**src/rtl/pulpino_boot_seq.sv**
```systemverilog
// Power-on / soft-reset sequencer for the PULPino core region.
// Holds peripheral and core resets until the FLL locks (or a timeout
// expires), releases the peripheral reset, then after a fixed hold time
// releases the core reset with a freshly latched boot address. A software
// core-only reset drains the core and re-runs the core reset phase.
module pulpino_boot_seq #(
    parameter int unsigned RST_HOLD_CYCLES   = 16,
    parameter int unsigned LOCK_TIMEOUT      = 1024,
    parameter int unsigned DRAIN_TIMEOUT     = 256,
    parameter logic [31:0] BOOT_ADDR_DEFAULT = 32'h0000_8000
) (
    input  logic        clk,
    input  logic        rst_n,
    input  logic        testmode_i,
    input  logic        fll_lock_i,
    input  logic        fetch_enable_i,
    input  logic        core_busy_i,
    input  logic        soft_rst_req_i,
    input  logic [31:0] boot_addr_i,
    output logic        rstn_periph_o,
    output logic        rstn_core_o,
    output logic        fetch_enable_o,
    output logic [31:0] boot_addr_o,
    output logic [2:0]  state_o,
    output logic        lock_timeout_o,
    output logic        lock_lost_o
);

    // Counter is sized for the largest of the three count limits plus one bit.
    localparam int unsigned MAX_AB  = (RST_HOLD_CYCLES > LOCK_TIMEOUT) ? RST_HOLD_CYCLES : LOCK_TIMEOUT;
    localparam int unsigned MAX_CNT = (MAX_AB > DRAIN_TIMEOUT) ? MAX_AB : DRAIN_TIMEOUT;
    localparam int unsigned CNT_W   = $clog2(MAX_CNT) + 1;

    localparam logic [CNT_W-1:0] LOCK_LAST  = CNT_W'(LOCK_TIMEOUT - 1);
    localparam logic [CNT_W-1:0] HOLD_LAST  = CNT_W'(RST_HOLD_CYCLES - 1);
    localparam logic [CNT_W-1:0] DRAIN_LAST = CNT_W'(DRAIN_TIMEOUT - 1);

    localparam logic [2:0] S_WAIT_LOCK  = 3'd0;
    localparam logic [2:0] S_PERIPH_REL = 3'd1;
    localparam logic [2:0] S_CORE_READY = 3'd2;
    localparam logic [2:0] S_RUN        = 3'd3;
    localparam logic [2:0] S_DRAIN      = 3'd4;
    localparam logic [2:0] S_CORE_RST   = 3'd5;

    logic             lock_meta;
    logic             lock_sync;
    logic [2:0]       state_q;
    logic [2:0]       state_d;
    logic [CNT_W-1:0] cnt_q;
    logic             cnt_en;
    logic             lock_last;
    logic             hold_last;
    logic             drain_last;

    logic             rstn_periph_d;
    logic             rstn_core_d;
    logic             fetch_enable_d;
    logic [31:0]      boot_addr_d;
    logic             lock_timeout_d;
    logic             lock_lost_d;

    assign lock_last  = (cnt_q == LOCK_LAST);
    assign hold_last  = (cnt_q == HOLD_LAST);
    assign drain_last = (cnt_q == DRAIN_LAST);

    // Only the timed states advance the counter; CORE_READY/RUN leave it parked.
    assign cnt_en = (state_q == S_WAIT_LOCK)  || (state_q == S_PERIPH_REL) ||
                    (state_q == S_DRAIN)      || (state_q == S_CORE_RST);

    assign state_o = state_q;

    // Two-flop synchroniser for the asynchronous FLL lock.
    always_ff @(posedge clk or negedge rst_n) begin
        if (!rst_n) begin
            lock_meta <= 1'b0;
            lock_sync <= 1'b0;
        end else begin
            lock_meta <= fll_lock_i;
            lock_sync <= lock_meta;
        end
    end

    // State register and phase counter; counter restarts on every transition.
    always_ff @(posedge clk or negedge rst_n) begin
        if (!rst_n) begin
            state_q <= S_WAIT_LOCK;
            cnt_q   <= '0;
        end else begin
            state_q <= state_d;
            if (state_d != state_q) begin
                cnt_q <= '0;
            end else if (cnt_en) begin
                cnt_q <= cnt_q + 1'b1;
            end
        end
    end

    // Next-state decode.
    always_comb begin
        state_d = state_q;
        case (state_q)
            S_WAIT_LOCK: begin
                if (lock_sync || testmode_i || lock_last) begin
                    state_d = S_PERIPH_REL;
                end
            end
            S_PERIPH_REL: begin
                if (hold_last) begin
                    state_d = S_CORE_READY;
                end
            end
            S_CORE_READY: begin
                if (fetch_enable_i) begin
                    state_d = S_RUN;
                end
            end
            S_RUN: begin
                if (soft_rst_req_i) begin
                    state_d = S_DRAIN;
                end
            end
            S_DRAIN: begin
                if (!core_busy_i || drain_last) begin
                    state_d = S_CORE_RST;
                end
            end
            S_CORE_RST: begin
                if (hold_last) begin
                    state_d = S_CORE_READY;
                end
            end
            default: begin
                state_d = S_WAIT_LOCK;
            end
        endcase
    end

    // Next values of the registered outputs, decided from the current state.
    always_comb begin
        rstn_periph_d  = rstn_periph_o;
        rstn_core_d    = rstn_core_o;
        fetch_enable_d = 1'b0;
        boot_addr_d    = boot_addr_o;
        lock_timeout_d = lock_timeout_o;
        // Lock loss is only meaningful once the lock wait is over and the
        // lock is actually being relied on (not bypassed by test mode).
        lock_lost_d    = lock_lost_o |
                         ((state_q != S_WAIT_LOCK) && !lock_sync && !testmode_i);
        case (state_q)
            S_WAIT_LOCK: begin
                rstn_core_d = 1'b0;
                if (lock_sync || testmode_i) begin
                    rstn_periph_d = 1'b1;
                end else if (lock_last) begin
                    rstn_periph_d  = 1'b1;
                    lock_timeout_d = 1'b1;
                end
            end
            S_PERIPH_REL: begin
                if (hold_last) begin
                    rstn_core_d = 1'b1;
                    boot_addr_d = boot_addr_i;
                end
            end
            S_CORE_READY: begin
                fetch_enable_d = fetch_enable_i;
            end
            S_RUN: begin
                // A soft reset request overrides the fetch-enable pass-through.
                fetch_enable_d = soft_rst_req_i ? 1'b0 : fetch_enable_i;
            end
            S_DRAIN: begin
                if (!core_busy_i || drain_last) begin
                    rstn_core_d = 1'b0;
                end
            end
            S_CORE_RST: begin
                if (hold_last) begin
                    rstn_core_d = 1'b1;
                    boot_addr_d = boot_addr_i;
                end
            end
            default: begin
                // Recovery from an illegal encoding: park the core in reset but
                // leave the peripheral reset alone, it only ever falls on rst_n.
                rstn_core_d = 1'b0;
            end
        endcase
    end

    // Output registers.
    always_ff @(posedge clk or negedge rst_n) begin
        if (!rst_n) begin
            rstn_periph_o  <= 1'b0;
            rstn_core_o    <= 1'b0;
            fetch_enable_o <= 1'b0;
            boot_addr_o    <= BOOT_ADDR_DEFAULT;
            lock_timeout_o <= 1'b0;
            lock_lost_o    <= 1'b0;
        end else begin
            rstn_periph_o  <= rstn_periph_d;
            rstn_core_o    <= rstn_core_d;
            fetch_enable_o <= fetch_enable_d;
            boot_addr_o    <= boot_addr_d;
            lock_timeout_o <= lock_timeout_d;
            lock_lost_o    <= lock_lost_d;
        end
    end

endmodule

```
**config.mk**
```make
export PLATFORM = sky130hd
export DESIGN_NAME = pulpino_boot_seq
export DESIGN_NICKNAME = d
export VERILOG_FILES = /design/src/rtl/pulpino_boot_seq.sv
export SDC_FILE = /design/constraint.sdc
export NUM_CORES = 1
export LEC_CHECK = 0
export BUFFER_PORTS_ARGS = -buffer_cell sky130_fd_sc_hd__buf_2
export CAP_MARGIN = 15
export CORE_ASPECT_RATIO = 0.7
export CORE_MARGIN = 2
export CORE_UTILIZATION = 48
export DETAILED_ROUTE_END_ITERATION = 8
export PLACE_DENSITY = 0.84
export SKIP_LAST_GASP = 1
export SYNTH_ARGS = -nofsm -noshare
export SYNTH_HDL_FRONTEND = slang
export SYNTH_SLANG_ARGS = --single-unit
```
**constraint.sdc**
```tcl
create_clock -name clk -period 2.1 [get_ports clk]
set_input_delay 0.42 -clock clk [delete_from_list [all_inputs] [get_ports clk]]
set_output_delay 0.42 -clock clk [all_outputs]
set_load 0.03 [all_outputs]
```
==> out/results.ini <==
[yosys]
synth_cell_types = 35
syn_avg_cell_area_sq_um = 13.1
yosysSeqAreaShare_pct = 59.2
synth_area_leader_cell = dfrtp_1
muxShareOfSynthArea_pct = 16.5
syn_inst = 171
ys_ff_latch = 53
synth_xor_area_share_pct = 3.91
async_flop_share_pct = 100
synthAdderAreaFrac_pct = 0.558
synth_top_family_by_area = multiplexers
synth_top_area_share_pct = 58.1
synthMostInstantiatedCell = dfrtp_1
syn_area_sq_um = 2240
synthSimpleGateAreaFrac_pct = 12.6
ys.flop_type = dfrtp_1
synth_edf_count = 0
synth_compound_area_share_pct = 4.41
netlist_top_cells_count = 52 x dfrtp_1, 32 x mux2_2, 16 x nor3_1
netlist_top_cells_area = dfrtp_1 58%, mux2_2 16%, nor3_1 3.6%
synth_warnings = 0
synth_fp_nets = 211

[power_and_ir_drop]
power_frac_seq_pct = 41.9
p_leak_nw = 1.34
power_density_nw_per_um2 = 1370
p_switching_mw = 1.61
switching_share_pct = 41.8
p_int_mw = 2.24
ir_drop_mv = 0.807
combPwrFrac_pct = 43.6
clkPwrFrac_pct = 14.6

[sta]
relSlewSlack_pct = 55.9
skew_ns = 0.00869
worst_hold_slack_ns = 0.203
tightestPinTransition_ns = 0.661
drv_slew = 0
post-route-min-period_ns = 1.95
setup_viol = 0
max_freq_mhz = 513
finalCritPeriodShare_pct = 92.8
tns_ns = 0
rsz0062_at_grt = false
final-hold-violation-count = 0

[clocking]
post_cts_buffers = 0
clk_latency_ns = 0.30
clk_path_buf_depth = 2
tritoncts = yes
clock-sinks = 53
numCtsBuffers = 5
htreeDepth = 2
cts_resized = 0
ctsRootBufferMaster = clkbuf_8
postCtsHoldBufs = 0
clk_pin_slew_ns = 0.09

[floorplan]
start_util_pct = 50.9
fp.dieH_microns = 61.2
coreArea_sq_um = 4400
die_w_microns = 85.7
rows = 20
die_area_sq_um = 5240
io_pins = 79

[global_route]
grt_pass1_wl_microns = 7020
grt.total_usage_pct = 17.6
overflow = 0
grtUsageMet2_pct = 26.8
grt_max_degree = 54
grt_pass1_vias = 1577
busiest_layer = met2
antenna_found_initial = 0
met1_usage_pct = 24.4
use_met3_pct = 6.17

[routing]
vias = 1651
final_antenna_net_count = 0
drc = 0
wl_microns = 4410
vias_per_cell = 5.24
drt_iter0_markers = 78
firstDrtPassIters = 4
wl_per_cell_microns = 14.0

[placement]
dp_hpwl_microns = 3230
placement.io_buffers = 78
placed_area_sq_um = 2720
gp_congestion = 0.812

[status]
status = completed

[finish]
final_area_sq_um = 2800
multiInputGateArea_sq_um = 851
num-nets-final = 299
num-fill-cells = 347
fin_util_pct = 63.7
drive_gt1_share_pct = 51.2
synthToLayoutAreaGrowth_pct = 25.1
regArea_sq_um = 1330
diodes = 0

[run]
maxCapViolCount = 0

[setup_path]
crit_path_max_fanout = 11
start_kind = flip-flop
cp-end-kind = flip-flop
worstPathRequired_ns = 2.29
r2r_cells = 6
path_class = flip-flop to flip-flop
cp.arrival_ns = 2.13

[worst_hold_path]
hold_class = input pin to async pin

sequential cells by signal, indices dropped and copies added (netlist names):
| register | flops |
|---|---|
| boot_addr_o | 32 |
| cnt_q | 11 |
| state_o | 3 |
| fetch_enable_o | 1 |
| lock_lost_o | 1 |
| lock_meta | 1 |
| lock_sync | 1 |
| lock_timeout_o | 1 |
| rstn_core_o | 1 |
| rstn_periph_o | 1 |
placed cells by master, fill, tap and decap left out, types with 5 or more instances in the layout:
master     n
dfrtp_1   52
buf_2     78
nand2_1    8
buf_4      9
clkbuf_8   5
nor2_1     7
nor3_1    16
nand3_1    5
mux2_2    32
xnor2_1    6
worst paths after layout:
kind,startpoint,to,slack [ns]
max,cnt_q[7],cnt_q[8],0.15
min,rst_n,rstn_periph_o,0.20
max reg2reg,cnt_q[7],cnt_q[8],0.15
min reg2reg,lock_meta,lock_sync,0.36
max in group asynchronous,rst_n,cnt_q[1],1.43
min in group clk,fll_lock_i,lock_meta,0.22
stage by stage:
stage               worst slack [ns]  instances  total power, mW
finish                         0.152        315             3.85
global route                  0.0647        315             4.07
CTS                            0.161        315             3.89
detailed placement             0.182        307             3.33
global placement               0.237        307             3.27
floorplan                      0.244        171             2.79
kinds of logic after synthesis:
kind of cell	Yosys count
flip-flops	53
buffers and inverters	10
XOR/XNOR	10
adder cells (fa/ha/maj)	1
AO/OA/AOI/OAI	13
multiplexers	33
AND/OR/NAND/NOR	51
metal layers:
metal | vias up | share of wire, %
met2 | 64 | 44
met1 | 799 | 46
met5 | - | 0
met4 | 0 | 0.73
li1 | 784 | -
met3 | 4 | 8.9
power by group through the flow:
stage	clock, mW	combinational, mW	sequential, mW
CTS	0.580	1.70	1.61
floorplan	0	0.497	2.29
finish	0.561	1.68	1.61
global placement	0	1.66	1.61
detailed placement	0	1.70	1.63
global route	0.624	1.79	1.66
worst max-delay path, stage by stage (launching register included):
cell and delay, ns:
dfrtp_1 0.43, or4_4 0.58, nor4_4 0.20, nor3_1 0.11, a211oi_1 0.20, buf_4 0.22
nor3_1 0.08
final cells by class:
| cell class | count | share of cell area [%] |
|---|---|---|
| clock inverters | 1 | 0.268 |
| inverters | 4 | 0.535 |
| flip-flops and latches | 53 | 47.3 |
| multi-input cells | 108 | 30.3 |
| clock buffers | 7 | 2.72 |
| well taps | 55 | 2.45 |
| repair buffers | 87 | 16.3 |
No activity file was read; power rests on OpenSTA's default activity.
